<file path="src/rtl/mem_port_arbiter.sv">
// mem_port_arbiter: shares one single-port memory between instruction fetch and data access.
// Ports: clk/reset (sync, active-high); fetch side if_req/if_addr -> if_gnt, if_rvalid/if_rdata/if_raddr;
// data side d_op/d_addr/d_wdata -> d_gnt, d_rvalid/d_rdata; memory side mem_en/mem_we/mem_addr/mem_wdata,
// mem_rdata (valid the cycle after a read); conflict_cnt counts cycles with both sides requesting.
module mem_port_arbiter #(
    parameter logic [1:0] MEM_DISABLE   = 2'b00,
    parameter logic [1:0] MEM_READ_SEXT = 2'b01,
    parameter logic [1:0] MEM_READ_ZEXT = 2'b10,
    parameter logic [1:0] MEM_WRITE     = 2'b11,
    parameter int         STARVE_MAX    = 3
) (
    input  logic        clk,
    input  logic        reset,
    input  logic        if_req,
    input  logic [31:0] if_addr,
    output logic        if_gnt,
    output logic        if_rvalid,
    output logic [31:0] if_rdata,
    output logic [31:0] if_raddr,
    input  logic [1:0]  d_op,
    input  logic [31:0] d_addr,
    input  logic [31:0] d_wdata,
    output logic        d_gnt,
    output logic        d_rvalid,
    output logic [31:0] d_rdata,
    output logic        mem_en,
    output logic        mem_we,
    output logic [9:0]  mem_addr,
    output logic [31:0] mem_wdata,
    input  logic [31:0] mem_rdata,
    output logic [15:0] conflict_cnt
);
    localparam int SW = $clog2(STARVE_MAX + 1);

    typedef enum logic [1:0] {OWN_NONE, OWN_FETCH, OWN_DATA} ownerT;

    ownerT         readOwner;
    logic [SW-1:0] starveCnt;
    logic [31:0]   fetchAddr, ifRdataQ, ifRaddrQ, dRdataQ;
    logic          dReq, forceFetch;
    logic          unusedAddrBits;

    assign unusedAddrBits = ^{if_addr[31:12], if_addr[1:0], d_addr[31:12], d_addr[1:0], MEM_READ_SEXT, MEM_READ_ZEXT};

    assign dReq       = d_op != MEM_DISABLE;
    assign forceFetch = starveCnt == SW'(STARVE_MAX);
    // Data wins conflicts unless fetch has been denied STARVE_MAX times in a row.
    assign if_gnt     = !reset && if_req && (!dReq || forceFetch);
    assign d_gnt      = !reset && dReq && !(if_req && forceFetch);
    assign mem_en     = if_gnt || d_gnt;
    assign mem_we     = d_gnt && d_op == MEM_WRITE;
    assign mem_addr   = d_gnt ? d_addr[11:2] : if_addr[11:2];
    assign mem_wdata  = d_wdata;

    // Gating with reset drops a response whose read was granted just before reset.
    assign if_rvalid  = !reset && readOwner == OWN_FETCH;
    assign d_rvalid   = !reset && readOwner == OWN_DATA;
    assign if_rdata   = if_rvalid ? mem_rdata : ifRdataQ;
    assign if_raddr   = if_rvalid ? fetchAddr : ifRaddrQ;
    assign d_rdata    = d_rvalid ? mem_rdata : dRdataQ;

    always_ff @(posedge clk) begin
        if (reset) begin
            readOwner    <= OWN_NONE;
            starveCnt    <= '0;
            fetchAddr    <= '0;
            ifRdataQ     <= '0;
            ifRaddrQ     <= '0;
            dRdataQ      <= '0;
            conflict_cnt <= '0;
        end else begin
            starveCnt <= (!if_req || if_gnt) ? '0 : (forceFetch ? starveCnt : starveCnt + 1'b1);
            readOwner <= if_gnt ? OWN_FETCH : (d_gnt && d_op != MEM_WRITE) ? OWN_DATA : OWN_NONE;
            if (if_gnt) fetchAddr <= if_addr;
            if (if_rvalid) begin
                ifRdataQ <= mem_rdata;
                ifRaddrQ <= fetchAddr;
            end
            if (d_rvalid) dRdataQ <= mem_rdata;
            if (if_req && dReq && conflict_cnt != 16'hFFFF) conflict_cnt <= conflict_cnt + 1'b1;
        end
    end
endmodule

</file>
<file path="config.mk">
export PLATFORM = sky130hd
export DESIGN_NAME = mem_port_arbiter
export DESIGN_NICKNAME = d
export VERILOG_FILES = /design/src/rtl/mem_port_arbiter.sv
export SDC_FILE = /design/constraint.sdc
export NUM_CORES = 1
export LEC_CHECK = 0
export CAP_MARGIN = 20
export CORE_MARGIN = 2
export CORE_UTILIZATION = 41
export DETAILED_ROUTE_END_ITERATION = 10
export GPL_TIMING_DRIVEN = 0
export PLACE_DENSITY_LB_ADDON = 0.12
export RECOVER_POWER = 100
export SLEW_MARGIN = 20
export SYNTH_ARGS = -nofsm -noshare
export SYNTH_HDL_FRONTEND = slang
export SYNTH_SLANG_ARGS = --single-unit
</file>
<file path="constraint.sdc">
create_clock -name clk -period 3.56 [get_ports clk]
set_clock_uncertainty 0.05 [all_clocks]
set_input_delay 1.068 -clock clk [delete_from_list [all_inputs] [get_ports clk]]
set_output_delay 1.068 -clock clk [all_outputs]
set_load 0.005 [all_outputs]
</file>
[Word level (Yosys, flattened, before mapping)]
Cells that the tools add are included.
Storage, ports and cells
  register bits after elaboration: 148
  input port bits: 133
  output and inout bits: 160
  word-level logic and storage cells: 43
Cells by class
  $add $sub $neg: 2
  equality and inequality tests: 6
  mux-type cells: 6
  reduce and logical (&&, ||, !) cells: 21
Operators by type and width (number)
  32-bit two-way mux: 3
  16-bit by 1-bit adder with 16-bit output, second input constant: 1
  16-bit != test, second input constant: 1
  1-bit logical AND: 11
  10-bit two-way mux: 1
  2-bit == test, second input constant: 3
  1-bit logical NOT: 4
  2-bit OR reduction: 2
  1-bit logical OR: 3
  2-bit by 1-bit adder with 2-bit output, second input constant: 1
  2-bit by 1-bit == test with 1-bit output, second input constant: 1
  2-bit two-way mux: 1
  2-bit != test, second input constant: 1
  2-bit nonzero test: 1
  1-bit two-way mux: 1

[Depth between registers and ports, before layout]
  depth in word-level cells: 7
  gate-level depth with buffers: 7
  gate-level depth less buffers: 5

[Worst setup path after synthesis]
Ideal clock, no wire load.
  path kind: input -> output
  start: input port d_op[1]
  end: output port mem_addr[2]
  arrival: 2141 ps
  data required time: 2442 ps
  path slack: 301 ps
  cell stages on the path: 3
  buffers on the path: 1
  cell sequence: o21ai_0 > clkbuf_1 > mux2_2
Between the ends
  cells in the longest elaborated chain, start to end: 4
Ends and longest elaborated chain
  start: declaration: line 20  | input logic [1:0] d_op,
  2-bit nonzero test: line 45  | assign dReq = d_op != MEM_DISABLE;
  1-bit logical AND (2 in series): line 49  | assign d_gnt = !reset && dReq && !(if_req && forceFetch);
  10-bit two-way mux: line 52  | assign mem_addr = d_gnt ? d_addr[11:2] : if_addr[11:2];
  end: declaration: line 28  | output logic [9:0] mem_addr,
Every way passes these cells.

[Worst setup path after layout]
  start: input port reset
  end: output port if_rdata[28]
Between the ends
  cells in the longest elaborated chain, start to end: 3
Ends and longest elaborated chain
  start: declaration: line 13  | input logic reset,
  1-bit logical NOT: line 56  | assign if_rvalid = !reset && readOwner == OWN_FETCH;
  1-bit logical AND: line 56
  32-bit two-way mux
  end: declaration: line 18  | output logic [31:0] if_rdata,
Every way passes these cells.

==> flow_summary.yaml <==
detailed_routing:
  drc_errors: 0
  vias_per_cell: 4.920
  wl_per_cell_um: 16.24
  wirelength_mm: 17.65
  via_count: 5348
  antenna_left: 0
  firstDrtPassIters: 4
  initialDrtViolationCount: 185
timing:
  report.final.setup_viol: 0
  finalCriticalPeriod_ns: 3.533
  drv_slew: 0
  finalHoldViolations: 0
  max_slew_margin_pct: 60.29
  timing.hold.ws_ns: 0.3968
  rsz0062_at_grt: "yes"
  finalCritPeriodShare_pct: 99.24
  setup_ws_ns: 0.02708
  fmax_mhz: 283.1
  worst_slew_pin_slew_ns: 0.5912
yosys:
  syn-cell-area_sq_um: 6145
  ys_ff_latch: 148
  synth_commonest_cells: "dfxtp_1 (148), mux2_2 (106), and2_1 (96)"
  synthMuxAreaShare_pct: 19.61
  syn_area_per_cell_sq_um: 10.12
  synth_compound_gate_area_share_pct: 6.455
  synthCells: 607
  ys_types: 39
  syn-num-nets: 742
  synthAdderAreaFrac_pct: 0.4072
  synth_area_leaders: "dfxtp_1 (48%), mux2_2 (19%), and2_1 (9.8%)"
  synth_top_area_share_pct: 48.22
  synth_top_family_by_area: "multiplexers"
  yosysMostFrequentCell: "dfxtp_1"
  yosys.area_share.simple_pct: 18.47
  synth-edff-count: 0
  ys_seq_area_share_pct: 48.22
  yosysTopAreaCell: "dfxtp_1"
  synth_xor_area_share_pct: 0
  ys_warn_count: 0
  async_flop_share_pct: 0
  synth-main-ff-cell: "dfxtp_1"
cells_and_area:
  fin_cells: 1087
  fin_nets: 1026
  diodes: 0
  regArea_sq_um: 2963
  multi_input_area_sq_um: 2868
  drive_above_1_share_pct: 26.14
  area_delta_synth_final_pct: 59.13
  fill_cells: 1194
min_path:
  hold_depth: 1
  hold_end: "starveCnt[0]"
  min-delay-start: "starveCnt[0]"
  hp-class: "register to register"
clock_tree:
  ctsRootBufferMaster: "clkbuf_16"
  cts_tree: "built"
  cts_made_buffers: 17
  max-clock-path-buffers: 2
  insertion_delay_ns: 0.42
  cts_hold_buf: 0
  cts_num_sinks: 148
  clk_pin_slew_ns: 0.05
  cts_max_level: 4
pwr:
  seqPwrFrac_pct: 42.4
  switching_share_pct: 20.79
  power.density_nw_per_um2: 411.7
  power.share.clock_pct: 46.9
  p_int_mw: 3.189
  switchingPower_mw: 0.8368
  p_leak_nw: 4.337
  ir_drop_v: 0.0003591
  combPwrFrac_pct: 10.7
grt:
  grt_pass1_wl_mm: 27.25
  grt_usage_pct: 21.53
  antenna_found_initial: 0
  grt_pass1_vias: 5433
  overflow: 0
  grt_max_degree: 17
setup_path:
  cp_max_fo: 10
  path_buf_inv: 4
  required_ns: 2.44
  worst_path_most_repeated_cell: "buf_6"
  critical_path_arrival_ns: 2.41
  r2r_start: "conflict_cnt[0]"
  criticalPathCategory: "input port to output pin"
  slowest_stage: "mux2_2"
  crit_path_end_kind: "output pin"
  critPathTopFamily: "buffers and inverters"
  rr_endpoint: "conflict_cnt[14]"
  r2r_setup_slack_ns: 1.46
  rr_worst_depth: 6
  worstPathCellList: "buf_6 -> nor3b_4 -> buf_6 -> buf_8 -> mux2_2 -> dlygate4sd2_1"
  critPathMaxStageDelay_ns: 0.35
  start_kind: "input port"
die:
  die_h_um: 126.4
  initial_core_util_pct: 42.12
  core_area_sq_um: 14590
  die_x_um: 126.4
  num_rows: 44
  io_pins: 293
  die-area_sq_um: 15980
placement:
  place_congestion: 0.8047
  dpl.cell_count: 1029
  pre_cts_slack_ns: -1.296
  port_buffers: 238
  hpwl_mm: 12.50
outcome:
  status: "finished, final reports clean"
job:
  drv_cap: 0
[routing by layer]
| layer | routed length [um] | GRT usage (%) |
|---|---|---|
| met1 | 7378 | 25.07 |
| met3 | 1227 | 6.875 |
| met5 | 0 | 0 |
| met4 | 189 | 6.981 |
| met2 | 8851 | 37.50 |
[power by group through the flow]
stage / clock (mW) / combinational, mW / sequential (mW)
after floorplan: 0 / 0.156 / 1.74
after global placement: 0 / 0.410 / 1.74
after detailed placement: 0 / 0.416 / 1.74
after CTS: 1.92 / 0.432 / 1.71
after global routing: 1.99 / 0.464 / 1.71
final: 1.89 / 0.431 / 1.71
[cells in the final DEF (no fill, tap or decap), types with 5 or more instances in the layout]
| cell type | n |
|---|---|
| nand2_1 | 69 |
| mux2_4 | 16 |
| buf_6 | 12 |
| nand3_1 | 5 |
| or3_1 | 5 |
| clkdlybuf4s15_1 | 11 |
| dfxtp_1 | 148 |
| clkdlybuf4s50_1 | 130 |
| mux2_2 | 88 |
| clkbuf_16 | 18 |
| dlymetal6s2s_1 | 8 |
| buf_8 | 9 |
| buf_2 | 12 |
| a21oi_1 | 14 |
| clkbuf_2 | 6 |
| clkbuf_1 | 26 |
| buf_4 | 49 |
| or4_1 | 8 |
| o21ai_0 | 35 |
| dlygate4sd2_1 | 69 |
| and2_1 | 86 |
| and2_0 | 10 |
| o31ai_1 | 8 |
[cell families after synthesis]
family | Yosys count
mux | 107
buf+inv | 76
flops | 148
simple gates | 205
fa+ha+maj | 2
compound gates | 69
[area by class of cell]
type | count | area share, %
well taps | 184 | 2.354
clock inverters | 9 | 1.548
multi-input cells | 383 | 29.33
inverters | 5 | 0.1919
repair buffers | 267 | 26.24
plain buffers | 69 | 5.182
clock buffers | 22 | 4.850
flip-flops and latches | 148 | 30.30
[stage by stage]
step	power (mW)	TNS (ns)	cell area (sq um)	utilization, %
2_1_floorplan	1.894	0	6145	-
3_3_place_gp	2.150	-92.60	8757	60.03
3_5_place_dp	2.159	-95.88	8757	60.03
4_1_cts	4.063	-0.5009	9717	66.60
5_1_grt	4.169	-0.1894	9778	67.02
6_report	4.026	0	9778	67.02
[how the worst max path moves through the flow]
stage / from / depth (start not counted) / endpoint
after global placement: d_op[1] / 5 / mem_addr[3]
after detailed placement: d_op[1] / 5 / mem_addr[3]
after floorplan: d_op[1] / 3 / mem_addr[2]
final: reset / 6 / if_rdata[28]
after CTS: d_op[1] / 5 / mem_addr[3]
after global routing: reset / 6 / if_rdata[22]
[sequential cells by signal (all words and copies together), names as in the netlist]
signal / count
fetchAddr: 32
starveCnt: 2
ifRdataQ: 32
ifRaddrQ: 32
readOwner: 2
conflict_cnt: 16
dRdataQ: 32
[repair_timing]
action / CTS / global route
setup endpoints to repair: 112 / 47
cloned: 5 / 1
resized for setup: 209 / 49
buffers inserted: 20 / 5
pin swaps: 5 / 2
Power figures use the tool's default switching activity.
